File: config.mk
export PLATFORM = sky130hd
export DESIGN_NAME = fp_normalize
export DESIGN_NICKNAME = d
export VERILOG_FILES = /design/src/rtl/fpu_pkg.sv /design/src/rtl/fp_normalize_lzc48.sv /design/src/rtl/fp_normalize.sv
export SDC_FILE = /design/constraint.sdc
export NUM_CORES = 1
export LEC_CHECK = 0
export ABC_AREA = 1
export CAP_MARGIN = 5
export CELL_PAD_IN_SITES_DETAIL_PLACEMENT = 1
export CELL_PAD_IN_SITES_GLOBAL_PLACEMENT = 1
export CORE_MARGIN = 2
export CORE_UTILIZATION = 44
export DETAILED_ROUTE_END_ITERATION = 10
export PLACE_DENSITY_LB_ADDON = 0.1
export SLEW_MARGIN = 30
export SYNTH_ARGS = -nofsm -noshare
export SYNTH_HDL_FRONTEND = slang
export SYNTH_HIERARCHICAL = 1
export SYNTH_SLANG_ARGS = --single-unit
File: constraint.sdc
create_clock -name CLK -period 10.9 [get_ports CLK]
set_input_delay 2.18 -clock CLK [delete_from_list [all_inputs] [get_ports CLK]]
set_output_delay 2.18 -clock CLK [all_outputs]
set_load 0.02 [all_outputs]
File: src/rtl/fpu_pkg.sv
// fpu_pkg: shared FPU widths, rounding-mode encodings and the normalized significand word type.
package fpu_pkg;
  localparam int SIG_W   = 24;
  localparam int PROD_W  = 48;
  localparam int EXP_W   = 9;
  localparam int BIAS    = 127;
  localparam int EXP_MAX = 255;
  typedef enum logic [1:0] {
    to_Near = 2'b00,
    to_Zero = 2'b01,
    to_Pinf = 2'b10,
    to_Ninf = 2'b11
  } rnd_mode_t;
  typedef logic [SIG_W:0] after_norm_t;
endpackage

File: src/rtl/fp_normalize_lzc48.sv
// lzc48: combinational leading-zero counter, counts from bit 47 down (48 when all zero).
module lzc48 (
  input  logic [47:0] i_x,
  output logic [5:0]  o_cnt
);
  always_comb begin
    o_cnt = 6'd48;
    for (int i = 0; i < 48; i++) if (i_x[i]) o_cnt = 6'(47 - i);
  end
endmodule

File: src/rtl/fp_normalize.sv
// fp_normalize: 3-stage post-multiply normalizer with valid/ready back-pressure.
// Define FP_NORM_SUBNORMAL_EN for gradual underflow; otherwise underflowing results flush to zero.
module fp_normalize
  import fpu_pkg::*;
#(
  parameter int MAX_RSHIFT = 26
) (
  input  logic              CLK,
  input  logic              RST,
  input  logic              in_valid,
  output logic              in_ready,
  input  logic [PROD_W-1:0] M_in,
  input  logic [9:0]        E_in,
  input  logic              S_in,
  output logic              out_valid,
  input  logic              out_ready,
  output after_norm_t       After_norm,
  output logic              T,
  output logic              Sz,
  output logic [EXP_W-1:0]  Ez,
  output logic              exp_ovf,
  output logic              underflow
);
  logic w_en, w_st, w_rs, w_uf, w_t;
  logic r1_v, r1_s, r2_v, r2_s, r2_st, r2_nz;
  logic [PROD_W-1:0] r1_m;
  logic [PROD_W-2:0] w_n, r2_n;
  logic signed [11:0] r1_e, r2_e, w_e, w_em1;
  logic [5:0] w_lz, w_sl;
  after_norm_t w_an;
`ifdef FP_NORM_SUBNORMAL_EN
  logic signed [11:0] w_srf;
  logic [5:0] w_sr;
`endif

  if (MAX_RSHIFT < 1 || MAX_RSHIFT > 47) begin : g_bad_cap
    $error("fp_normalize: MAX_RSHIFT must be in 1..47");
  end

  assign w_en = !out_valid | out_ready;
  assign in_ready = w_en;

  // A forced 1 below bit 46 bounds the count at 47 for an all-zero fraction.
  lzc48 u_lzc (.i_x({r1_m[PROD_W-2:0], 1'b1}), .o_cnt(w_lz));

  assign w_em1 = r1_e - 12'sd1;
  assign w_sl = (w_em1 < $signed({6'd0, w_lz})) ? w_em1[5:0] : w_lz;

  always_comb begin
    w_n = r1_m[PROD_W-2:0];
    w_e = r1_e;
    w_st = 1'b0;
    w_rs = 1'b0;
    if (r1_m == '0) begin
      w_n = '0;
      w_e = '0;
    end else if (r1_m[PROD_W-1]) begin
      w_n = r1_m[PROD_W-1:1];
      w_st = r1_m[0];
      w_e = r1_e + 12'sd1;
      w_rs = (w_e <= 12'sd0);
    end else if (r1_e >= 12'sd1) begin
      w_n = r1_m[PROD_W-2:0] << w_sl;
      w_e = (w_sl < w_lz) ? '0 : r1_e - $signed({6'd0, w_sl});
    end else
      w_rs = 1'b1;
`ifdef FP_NORM_SUBNORMAL_EN
    w_srf = 12'sd1 - w_e;
    w_sr = (w_srf > $signed(12'(MAX_RSHIFT))) ? 6'(MAX_RSHIFT) : w_srf[5:0];
    if (w_rs) begin
      w_st = w_st | (|(w_n & ~({(PROD_W-1){1'b1}} << w_sr)));
      w_n = w_n >> w_sr;
    end
`endif
    if (w_rs) w_e = '0;
  end

  assign w_uf = (r2_e == '0) & r2_nz;
`ifdef FP_NORM_SUBNORMAL_EN
  assign w_an = r2_n[46:22];
  assign w_t  = (|r2_n[21:0]) | r2_st;
`else
  assign w_an = w_uf ? '0 : r2_n[46:22];
  assign w_t  = !w_uf & ((|r2_n[21:0]) | r2_st);
`endif

  always_ff @(posedge CLK) begin
    if (RST) begin
      r1_v <= 1'b0;
      r1_m <= '0;
      r1_e <= '0;
      r1_s <= 1'b0;
      r2_v <= 1'b0;
      r2_n <= '0;
      r2_e <= '0;
      r2_st <= 1'b0;
      r2_nz <= 1'b0;
      r2_s <= 1'b0;
      out_valid <= 1'b0;
      After_norm <= '0;
      T <= 1'b0;
      Sz <= 1'b0;
      Ez <= '0;
      exp_ovf <= 1'b0;
      underflow <= 1'b0;
    end else if (w_en) begin
      r1_v <= in_valid;
      r1_m <= M_in;
      r1_e <= {{2{E_in[9]}}, E_in};
      r1_s <= S_in;
      r2_v <= r1_v;
      r2_n <= w_n;
      r2_e <= w_e;
      r2_st <= w_st;
      r2_nz <= |r1_m;
      r2_s <= r1_s;
      out_valid <= r2_v;
      After_norm <= w_an;
      T <= w_t;
      Sz <= r2_s;
      Ez <= r2_e[EXP_W-1:0];
      exp_ovf <= (r2_e >= $signed(12'(EXP_MAX)));
      underflow <= w_uf;
    end
  end
endmodule

==> summary.md, run 1 <==
| Metric | Value |
|---|---|
| Skew final | roughly 15 ps |
| Post-cts repair resize count | 0 |
| IO Pins | between 100 and 150 |
| Static leakage | around 5.7 nW |
| Delay of the slowest critical-path stage | 600 ps |
| Synthesis-to-layout area growth | 15.1% |
| Ratio of total power to cell area | between 150 and 200 nW/um2 |
| Shortest period the worst path allows | between 6000 and 7000 ps |
| Final period utilization | about three fifths |
| Post-synth cell types | 45 |
| Worst min-delay path category | reg -> reg |
| Wirelength per Cell | between 20 and 25 um |
| Final wirelength | approximately 48 mm |
| H-tree depth | 4 |
| Critical-path top delay cell | o311ai_0 |
| Synth top area cells | dfxtp_1, nand2_1, nand3_1, a21oi_1, nor2_1 |
| Setup Fix Bufs, Post-CTS | 0 |
| Power Total | between 2 and 2.5 mW |
| CTS Sinks | about 160 |
| Met3 wire length | between 2 and 2.5 mm |
| Core ar. | 25,300 um2 |
| Diode count | 0 |
| #FFs+latches synth | around 160 |
| Final cell count without fillers | 2,271 |
| Vias | around 14k |
| Slew @ Worst Pin | 950 ps |
| Hold slack | between 400 and 500 ps |
| Vias per cell | between 6 and 7 |
| Initial antenna violation count | 0 |
| RSZ-0062 raised after global routing | false |
| Yosys top cell by area | dfxtp_1 |
| Final TNS setup | 0 ps |
| CP Class | reg -> reg |
| Grt total ovfl | 0 |
| Ys Warns | 6 |
| Seq/Total Area, Yosys | between 20% and 30% |
| Worst Path Arrival | 7080 ps |
| Startpoint types | flip-flop |
| CP Max Fanout | 48 |
| CTS tree | yes |
| Post-Synthesis Cells | about 1.9k |
| Max Fclk | between 100 and 150 MHz |
| Max IR drop VDD | around 0.087 mV |
| Pre-antenna DRT Iters | 5 |
| Area share of the largest cell type after synthesis | 28.2% |
| Slew headroom | between 30% and 40% |
| Synth Area per Inst | about 6 um2 |
| Placed cells | roughly 2.2k |
| CP endpoint kind | flip-flop |
| Share of cells above drive strength 1 | around 4.4% |
| First-pass GRT wire length | 74.5 mm |
| DRT antenna net count | 0 |
| Met2 WL | around 23 mm |
| # DRC | 0 |
| Layout Nets | roughly 2.0k |
| Final Hold Vio Count | 0 |
| Worst path required time | around 11,000 ps |
| Clock tree buffer depth | 2 |
| Initial drt markers | 1,083 |
| Initial Util | a little under half |
| Clk_lat worst skew | between 400 and 500 ps |
| Status | finished, final reports clean |
| Vias in the first global route | 13.6k |
| Total die area | roughly 27,000 um2 |
| Max-slew violation count | 0 |
| Max cap viols | 0 |
| Dpl hpwl | around 35 mm |
| Clock transition at path regs | about 80 ps |
| RD Place Congestion | between 0.9 and 1 |
| Row cnt | 58 |
| Post-Syn Area | 11,400 um2 |
| Top Layer Used | met4 |
| I/O Buffers | between 100 and 150 |
| Largest net degree at the start of global routing | 103 |
| Die H | about 170 um |
| TritonCTS Buffers | 17 |
| Met1 WL | approximately 20 mm |
| Final setup viols | 0 |
| Hold Buf Count CTS | 0 |
| Top cell by count, worst path | nand2_1 |
| Total GRT Usage | between 30% and 40% |
| Die W | ~170 um |
| Clock root cell | clkbuf_16 |
==> critical path, delay by kind of cell (launching register included) <==
family / cells / cell delay (ps)
buffers and inverters: 2 / 650
adder cells (fa/ha/maj): 1 / 300
flip-flops: 1 / 370
AO/OA/AOI/OAI: 6 / 1820
AND/OR/NAND/NOR: 33 / 3480
==> layout make-up <==
class                           count  area, um2
Clock buffer                       17        425
Clock inverter                     14        214
Fill cell                        3547      12200
Inverter                          156        613
Multi-Input combinational cell   1472       7060
Sequential cell                   161       3220
Tap cell                          330        413
Timing Repair Buffer              121       1180
==> cells by family (layout without fill, tap and decap cells) <==
family | Yosys count | after routing | share of synthesized area [%]
compound gates | 310 | 310 | 16.6
xor+xnor | 7 | 7 | 0.537
fa+ha+maj | 16 | 16 | 1.75
buf+inv | 275 | 308 | 10.1
flops | 161 | 161 | 28.2
other cells | 1 | 2 | 0.0328
simple gates | 1137 | 1137 | 42.8
==> through the flow <==
stage          worst slack [ps]  cell area (um2)  utilization (%)
6_report                   4180            13100             51.9
5_1_grt                    3520            13100             51.9
4_1_cts                    4370            13100             51.7
3_5_place_dp               4420            12500             49.2
3_3_place_gp               4500            12500             49.2
2_1_floorplan              5970            11400                -
==> routing by layer <==
metal	track usage, %	up-vias
met4	18.6	0
met3	4.00	127
met5	0	-
met2	60.3	471
li1	-	6444
met1	43.6	6621
==> sequential cells by signal, indices dropped and copies added, names as in the netlist <==
register	cells
After_norm	25
Ez	9
Sz	1
T	1
exp_ovf	1
out_valid	1
r1_e	10
r1_m	48
r1_s	1
r1_v	1
r2_e	11
r2_n	47
r2_nz	1
r2_s	1
r2_st	1
r2_v	1
underflow	1
==> synth_stat cells, drive strengths merged <==
| cell type | instances |
|---|---|
| nor2 | 149 |
| o21ai | 46 |
| conb | 1 |
| inv | 153 |
| nor4b | 1 |
| o311ai | 1 |
| nand2 | 606 |
| ha | 16 |
| nor3 | 7 |
| xnor2 | 1 |
| clkinv | 1 |
| a31oi | 2 |
| clkbuf | 77 |
| nor4 | 11 |
| or2 | 1 |
| bufinv | 2 |
| o221ai | 10 |
| or4 | 2 |
| nand4 | 34 |
| a211oi | 60 |
| o22ai | 1 |
| o21bai | 4 |
| a221oi | 16 |
| buf | 42 |
| a21boi | 3 |
| dfxtp | 161 |
| nand3 | 325 |
| xor2 | 6 |
| o31ai | 3 |
| nor3b | 1 |
| o211ai | 16 |
| a21oi | 148 |
==> final timing paths <==
| kind | startpoint | to | slack [ps] | cells after the start |
|---|---|---|---|---|
| setup / recovery | r1_m[2] | r2_n[23] | 4180 | 42 |
| hold / removal | r2_n[45] | After_norm[23] | 460 | 2 |
| setup reg to reg | r1_m[2] | r2_n[23] | 4180 | 42 |
| hold reg to reg | r2_n[45] | After_norm[23] | 460 | 2 |
==> where the power goes <==
| part | leakage, nW | total [mW] | switching, mW | internal, mW |
|---|---|---|---|---|
| Clock | 0.311 | 0.688 | 0.295 | 0.392 |
| Combinational | 4.07 | 1.05 | 0.732 | 0.320 |
| Sequential | 1.33 | 0.708 | 0.0553 | 0.653 |
==> layout by cell type (no fill, tap or decap), types with 4 or more instances in the layout <==
| master | n |
|---|---|
| xor2_1 | 6 |
| inv_2 | 12 |
| nor2_1 | 144 |
| bufinv_16 | 4 |
| o21ai_1 | 7 |
| nand3_1 | 322 |
| o211ai_1 | 16 |
| ha_1 | 16 |
| clkbuf_16 | 17 |
| nor4_1 | 11 |
| buf_4 | 18 |
| o221ai_1 | 10 |
| nor3_1 | 7 |
| dfxtp_1 | 160 |
| inv_6 | 5 |
| nand4_1 | 34 |
| o21ai_0 | 39 |
| clkdlybuf4s50_1 | 101 |
| a221oi_1 | 16 |
| nand2_1 | 597 |
| inv_1 | 141 |
| nand2_2 | 6 |
| a211oi_1 | 60 |
| a21oi_1 | 147 |
| o21bai_1 | 4 |
No activity file was read; power rests on OpenSTA's default activity.
==> run 2, diff against run 1 <==
- CORE_UTILIZATION: 44 -> 41
- clock period: 10.9 -> 6.9 ns (I/O delays scaled with it)
==> run 2 against run 1 <==
  * Global-route usage decreased by 2.3 points
  * Critical path type unchanged
  * Non-clock buffer count up 7
  * Utilization down 4.1 points
  * Via count down 2.6%
  * Sequential power increased by 58%
  * Register-to-register slack worse by 3400 ps
  * Maximum frequency is 10% higher
  * Combinational power increased by 59%
  * Final cell count up 2.5%
  * Clock power up 43%
  * Largest power group unchanged
==> summary.md, run 2 (synthesis results as in run 1) <==
| Metric | Value |
|---|---|
| Status | finished, final reports clean (unchanged) |
| Total GRT Usage | 33.0% (was 35.3%) |
| Dpl hpwl | 35.4 mm (was 34.7 mm) |
| CTS Sinks | 161 (unchanged) |
| Final wirelength | 47.2 mm (was 47.7 mm) |
| Die W | 171 um (was 165 um) |
| Die H | 171 um (was 165 um) |
| Vias per cell | 5.72 (was 6.02) |
| Met2 WL | 22.9 mm (was 22.8 mm) |
| Worst path required time | 7210 ps (was 11,260 ps) |
| Slew @ Worst Pin | 903 ps (was 950 ps) |
| Vias | 13.3k (was 13.7k) |
| Clock tree buffer depth | 2 (unchanged) |
| Worst Path Arrival | 6410 ps (was 7080 ps) |
| Met3 wire length | 2.03 mm (was 2.21 mm) |
| DRT antenna net count | 0 (unchanged) |
| Clock root cell | clkbuf_16 (unchanged) |
| Skew final | 12.2 ps (was 15.2 ps) |
| Fill count | 3,821 (was 3,547) |
| Post-cts repair resize count | 0 (unchanged) |
| First-pass GRT wire length | 74.6 mm (was 74.5 mm) |
| Row cnt | 61 (was 58) |
| Post-DP Area | 12,600 um2 (was 12,500 um2) |
| Max cap viols | 0 (unchanged) |
| Final Hold Vio Count | 0 (unchanged) |
| Clock transition at path regs | 70 ps (was 80 ps) |
| Critical Path End | r2_e[9] (was r2_n[23]) |
| Top Registers | r1_m x48, r2_n x47, After_norm x25 (unchanged) |
| Worst min-delay path category | reg -> reg (unchanged) |
| Max-slew violation count | 0 (unchanged) |
| Met1 WL | 20.6 mm (was 20.1 mm) |
| Wirelength per Cell | 20.3 um (was 21.0 um) |
| Ratio of total power to cell area | 286 nW/um2 (was 186 nW/um2) |
| Post-route cell area | 13,200 um2 (was 13,100 um2) |
| Slew headroom | 39.3% (was 36.1%) |
| Register-to-register setup slack | 800 ps (was 4180 ps) |
| TritonCTS Buffers | 17 (unchanged) |
| Initial antenna violation count | 0 (unchanged) |
| Startpoint types | flip-flop (unchanged) |
| Shortest period the worst path allows | 6100 ps (was 6720 ps) |
| Core ar. | 27,600 um2 (was 25,300 um2) |
| Initial Util | 41.3% (was 45.1%) |
| Worst Hold Launch | r2_n[28] (was r2_n[45]) |
| Most common cell after layout, fill and taps aside | nand2_1 (unchanged) |
| Largest net degree at the start of global routing | 102 (was 103) |
| Max IR drop VDD | 0.175 mV (was 0.0873 mV) |
| Total die area | 29,200 um2 (was 27,200 um2) |
| R2R depth | 66 (was 42) |
| Most frequent cells in the layout | nand2_1, nand3_1, dfxtp_1 (unchanged) |
| Pre-antenna DRT Iters | 5 (unchanged) |
| Layout Nets | 2,015 (was 2,008) |
| Final setup viols | 0 (unchanged) |
| CTS tree | yes (unchanged) |
| Hold Buf Count CTS | 0 (unchanged) |
| CP Class | reg -> reg (unchanged) |
| CP endpoint kind | flip-flop (unchanged) |
| RD Place Congestion | 0.977 (was 0.975) |
| Synthesis-to-layout area growth | 15.6% (was 15.1%) |
| Final period utilization | 88.4% (was 61.7%) |
| Top cell by count, worst path | nand2_1 (unchanged) |
| I/O Buffers | 102 (unchanged) |
| Static leakage | 5.73 nW (was 5.72 nW) |
| Setup Fix Bufs, Post-CTS | 0 (unchanged) |
| Diode count | 0 (unchanged) |
| Initial drt markers | 1,157 (was 1,083) |
| Delay of the slowest critical-path stage | 560 ps (was 600 ps) |
| RSZ-0062 raised after global routing | false (unchanged) |
| RR Startpoint | r1_m[1] (was r1_m[2]) |
| Largest Register | r1_m (unchanged) |
| Largest register FFs | 48 (unchanged) |
| Critical Path Source | r1_m[1] (was r1_m[2]) |
| Critical-path top delay cell | buf_4 (was o311ai_0) |
| # DRC | 0 (unchanged) |
| Clk_lat worst skew | 460 ps (was 440 ps) |
| Power Total | 3.77 mW (was 2.45 mW) |
| Placed cells | 2,295 (was 2,239) |
| Worst R2R End | r2_e[9] (was r2_n[23]) |
| Top Layer Used | met4 (unchanged) |
| Max Fclk | 164 MHz (was 149 MHz) |
| Final TNS setup | 0 ps (unchanged) |
| Grt total ovfl | 0 (unchanged) |
| CP Max Fanout | 56 (was 48) |
| IO Pins | 103 (unchanged) |
| H-tree depth | 4 (unchanged) |
| Final cell count without fillers | 2,327 (was 2,271) |
| Vias in the first global route | 13.4k (was 13.6k) |
| Core Util, Final | 47.7% (was 51.9%) |
| Share of cells above drive strength 1 | 4.77% (was 4.43%) |
## run 2: cell count changes in the layout (fill, tap and decap cells not counted), moves of 2 or more
cell,delta
inv_6,-2
buf_4,+6
clkinv_4,+3
clkinv_2,+3
inv_8,-2
bufinv_16,-2
## run 2: how the worst min path moves through the flow
stage                         end  slack [ps]  depth (start not counted)
floorplan                r2_n[19]         440                          2
global placement             r2_s         450                          2
detailed placement           r1_s         460                          2
CTS                          r1_s         470                          2
global route        After_norm[5]         490                          2
finish              After_norm[6]         460                          2
## run 2: worst max-delay path, delay by kind of cell, from the launching register on
| family | cells | cell delay (ps) |
|---|---|---|
| AOI/OAI and AO/OA | 6 | 900 |
| adders and majority gates | 1 | 360 |
| buffers and inverters | 3 | 700 |
| DFF | 1 | 440 |
| and+or+nand+nor | 56 | 3540 |
## run 2: power by group
part	total (mW)	internal (mW)	switching, mW
Sequential	1.12	1.03	0.0850
Combinational	1.67	0.519	1.15
Clock	0.987	0.548	0.439
## run 2: cell type report
type / instances / area [um2] / share of cell area [%]
multi-input combinational: 1472 / 7050 / 53.5
sequential: 161 / 3220 / 24.4
timing repair buffer: 128 / 1230 / 9.35
inverter: 156 / 613 / 4.65
tap: 378 / 473 / 3.58
clock buffer: 18 / 439 / 3.33
clock inverter: 14 / 155 / 1.18
## run 2: layer usage
layer | GRT usage (%) | vias up
met5 | 0 | -
met4 | 13.5 | 0
met3 | 3.96 | 95
met2 | 56.9 | 363
met1 | 41.8 | 6392
li1 | - | 6454
## run 2: per-stage QoR
step	setup WS, ps	hold slack [ps]
6_report	804	459
5_1_grt	30.0	487
4_1_cts	852	466
3_5_place_dp	869	456
3_3_place_gp	995	446
2_1_floorplan	2010	440
==> run 3, diff against run 2 <==
- CORE_MARGIN: 2 -> 5
==> run 3 against run 2 <==
  * Final cell count shrank 0.17%
  * Sequential share of layout area shrank 0.092 points
  * Largest power group unchanged
  * Register-to-register slack lost 30 ps
  * Highest routed layer unchanged
  * Largest cell class unchanged
==> summary.md, run 3 (synthesis results as in run 1) <==
| Metric | Value |
|---|---|
| Status | finished, final reports clean (unchanged) |
| Static leakage | 5.73 nW (about the same) |
| Setup Fix Bufs, Post-CTS | 0 (unchanged) |
| # DRC | 0 (unchanged) |
| I/O Buffers | 102 (unchanged) |
| Worst hold stages | 2 (unchanged) |
| Worst min-delay path category | reg -> reg (unchanged) |
| Largest Register | r1_m (unchanged) |
| Total GRT Usage | 30.0% (was 33.0%) |
| Share of cells above drive strength 1 | 4.58% (was 4.77%) |
| Largest net degree at the start of global routing | 220 (was 102) |
| RD Place Congestion | 1.00 (was 0.977) |
| Final period utilization | 88.8% (was 88.4%) |
| Pre-antenna DRT Iters | 5 (unchanged) |
| Final worst slack | 772 ps (was 804 ps) |
| Skew final | 16.5 ps (was 12.2 ps) |
| Pre-CTS WS | 784 ps (was 869 ps) |
| Post-DP Area | 12,600 um2 (about the same) |
| TritonCTS Buffers | 17 (unchanged) |
| Max-slew violation count | 0 (unchanged) |
| Startpoint types | flip-flop (unchanged) |
| CP Class | reg -> reg (unchanged) |
| Critical-path top delay cell | buf_4 (unchanged) |
| First-pass GRT wire length | 74.4 mm (was 74.6 mm) |
| Final cell count without fillers | 2,323 (was 2,327) |
| IO Pins | 103 (unchanged) |
| Hold Buf Count CTS | 0 (unchanged) |
| Vias per cell | 5.77 (was 5.72) |
| CP top delay family | simple AND/OR/NAND/NOR gates (unchanged) |
| Clock transition at path regs | 80 ps (was 70 ps) |
| WP buf/inv | 3 (unchanged) |
| Diode count | 0 (unchanged) |
| Clock tree buffer depth | 2 (unchanged) |
| Slew headroom | 38.8% (was 39.3%) |
| Top cell by count, worst path | nand2_1 (unchanged) |
| DRT antenna net count | 0 (unchanged) |
| Die W | 177 um (was 171 um) |
| Initial drt markers | 1,029 (was 1,157) |
| Max IR drop VDD | 0.155 mV (was 0.175 mV) |
| Dpl hpwl | 35.1 mm (was 35.4 mm) |
| Worst Path Arrival | 6420 ps (was 6410 ps) |
| Power Total | 3.86 mW (was 3.77 mW) |
| CTS Sinks | 161 (unchanged) |
| Delay of the slowest critical-path stage | 530 ps (was 560 ps) |
| RSZ-0062 raised after global routing | false (unchanged) |
| Wirelength per Cell | 20.4 um (was 20.3 um) |
| Max Fclk | 163 MHz (was 164 MHz) |
| Row cnt | 61 (unchanged) |
| Core ar. | 27,600 um2 (unchanged) |
| Post-route cell area | 13,200 um2 (about the same) |
| CP endpoint kind | flip-flop (unchanged) |
| Initial Util | 41.3% (unchanged) |
| Placed cells | 2,292 (was 2,295) |
| Post-cts repair resize count | 0 (unchanged) |
| Total die area | 31,300 um2 (was 29,200 um2) |
| Final Hold Vio Count | 0 (unchanged) |
| Slew @ Worst Pin | 918 ps (was 903 ps) |
| R2R depth | 67 (was 66) |
| Number of cells on the critical path | 67 (was 66) |
| Die H | 177 um (was 171 um) |
| CP Max Fanout | 56 (unchanged) |
| Final TNS setup | 0 ps (unchanged) |
| Top Registers | r1_m x48, r2_n x47, After_norm x25 (unchanged) |
| Final setup viols | 0 (unchanged) |
| Worst path required time | 7190 ps (was 7210 ps) |
| Synthesis-to-layout area growth | 16.0% (was 15.6%) |
| Shortest period the worst path allows | 6130 ps (was 6100 ps) |
| CTS tree | yes (unchanged) |
| Layout Nets | 2,012 (was 2,015) |
| Clock root cell | clkbuf_16 (unchanged) |
| Ratio of total power to cell area | 292 nW/um2 (was 286 nW/um2) |
| Final wirelength | 47.4 mm (was 47.2 mm) |
| H-tree depth | 4 (unchanged) |
| Most common cell after layout, fill and taps aside | nand2_1 (unchanged) |
| Max cap viols | 0 (unchanged) |
| Vias in the first global route | 13.5k (was 13.4k) |
| Initial antenna violation count | 0 (unchanged) |
| Most frequent cells in the layout | nand2_1, nand3_1, dfxtp_1 (unchanged) |
| Vias | 13.4k (was 13.3k) |
| Clk_lat worst skew | 450 ps (was 460 ps) |
| Largest register FFs | 48 (unchanged) |
| Grt total ovfl | 0 (unchanged) |
run 3: changes by cell type in the layout (fill, tap and decap cells not counted), sizes merged:
cell / previous run / this run
buf: 27 / 24
bufinv: 4 / 6
clkbuf: 18 / 17
clkinv: 9 / 3
clkinvlp: 1 / 2
inv: 156 / 159
run 3: per-stage QoR:
step           utilization, %  hold slack [ps]
3_5_place_dp             45.6              454
5_1_grt                  47.9              485
6_report                 47.9              461
4_1_cts                  47.9              465
3_3_place_gp             45.6              446
2_1_floorplan               -              440
run 3: layer usage:
layer | track usage [%] | wire [um]
met5 | 0 | 0
met3 | 3.63 | 2410
met1 | 37.9 | 20300
met4 | 11.4 | 1800
met2 | 52.2 | 23000
run 3: worst reg2reg max path: cells and delay by family (launching register included):
family / cells / cell delay (ps)
DFF: 1 / 430
buffers and inverters: 3 / 680
adders and majority gates: 1 / 350
AOI/OAI and AO/OA: 5 / 740
and+or+nand+nor: 58 / 3730
run 3: path summary, 6_finish.rpt:
| check | from | end | slack, ps |
|---|---|---|---|
| setup / recovery | r1_m[1] | r2_e[4] | 770 |
| hold / removal | r2_s | Sz | 460 |
| setup reg to reg | r1_m[1] | r2_e[4] | 770 |
| hold reg to reg | r2_s | Sz | 460 |
run 3: layout make-up:
class | instances | area, um2
fill | 3818 | 14400
multi-input combinational | 1472 | 7050
sequential | 161 | 3220
timing repair buffer | 125 | 1230
inverter | 156 | 613
tap | 378 | 473
clock buffer | 17 | 425
clock inverter | 14 | 220
run 3: where the power goes:
| group | internal (mW) | switching, mW | total, mW | leakage [nW] |
|---|---|---|---|---|
| registers | 1.03 | 0.0856 | 1.12 | 1.33 |
| clock network | 0.620 | 0.460 | 1.08 | 0.309 |
| logic | 0.520 | 1.14 | 1.66 | 4.09 |
| total | 2.17 | 1.69 | 3.86 | 5.73 |
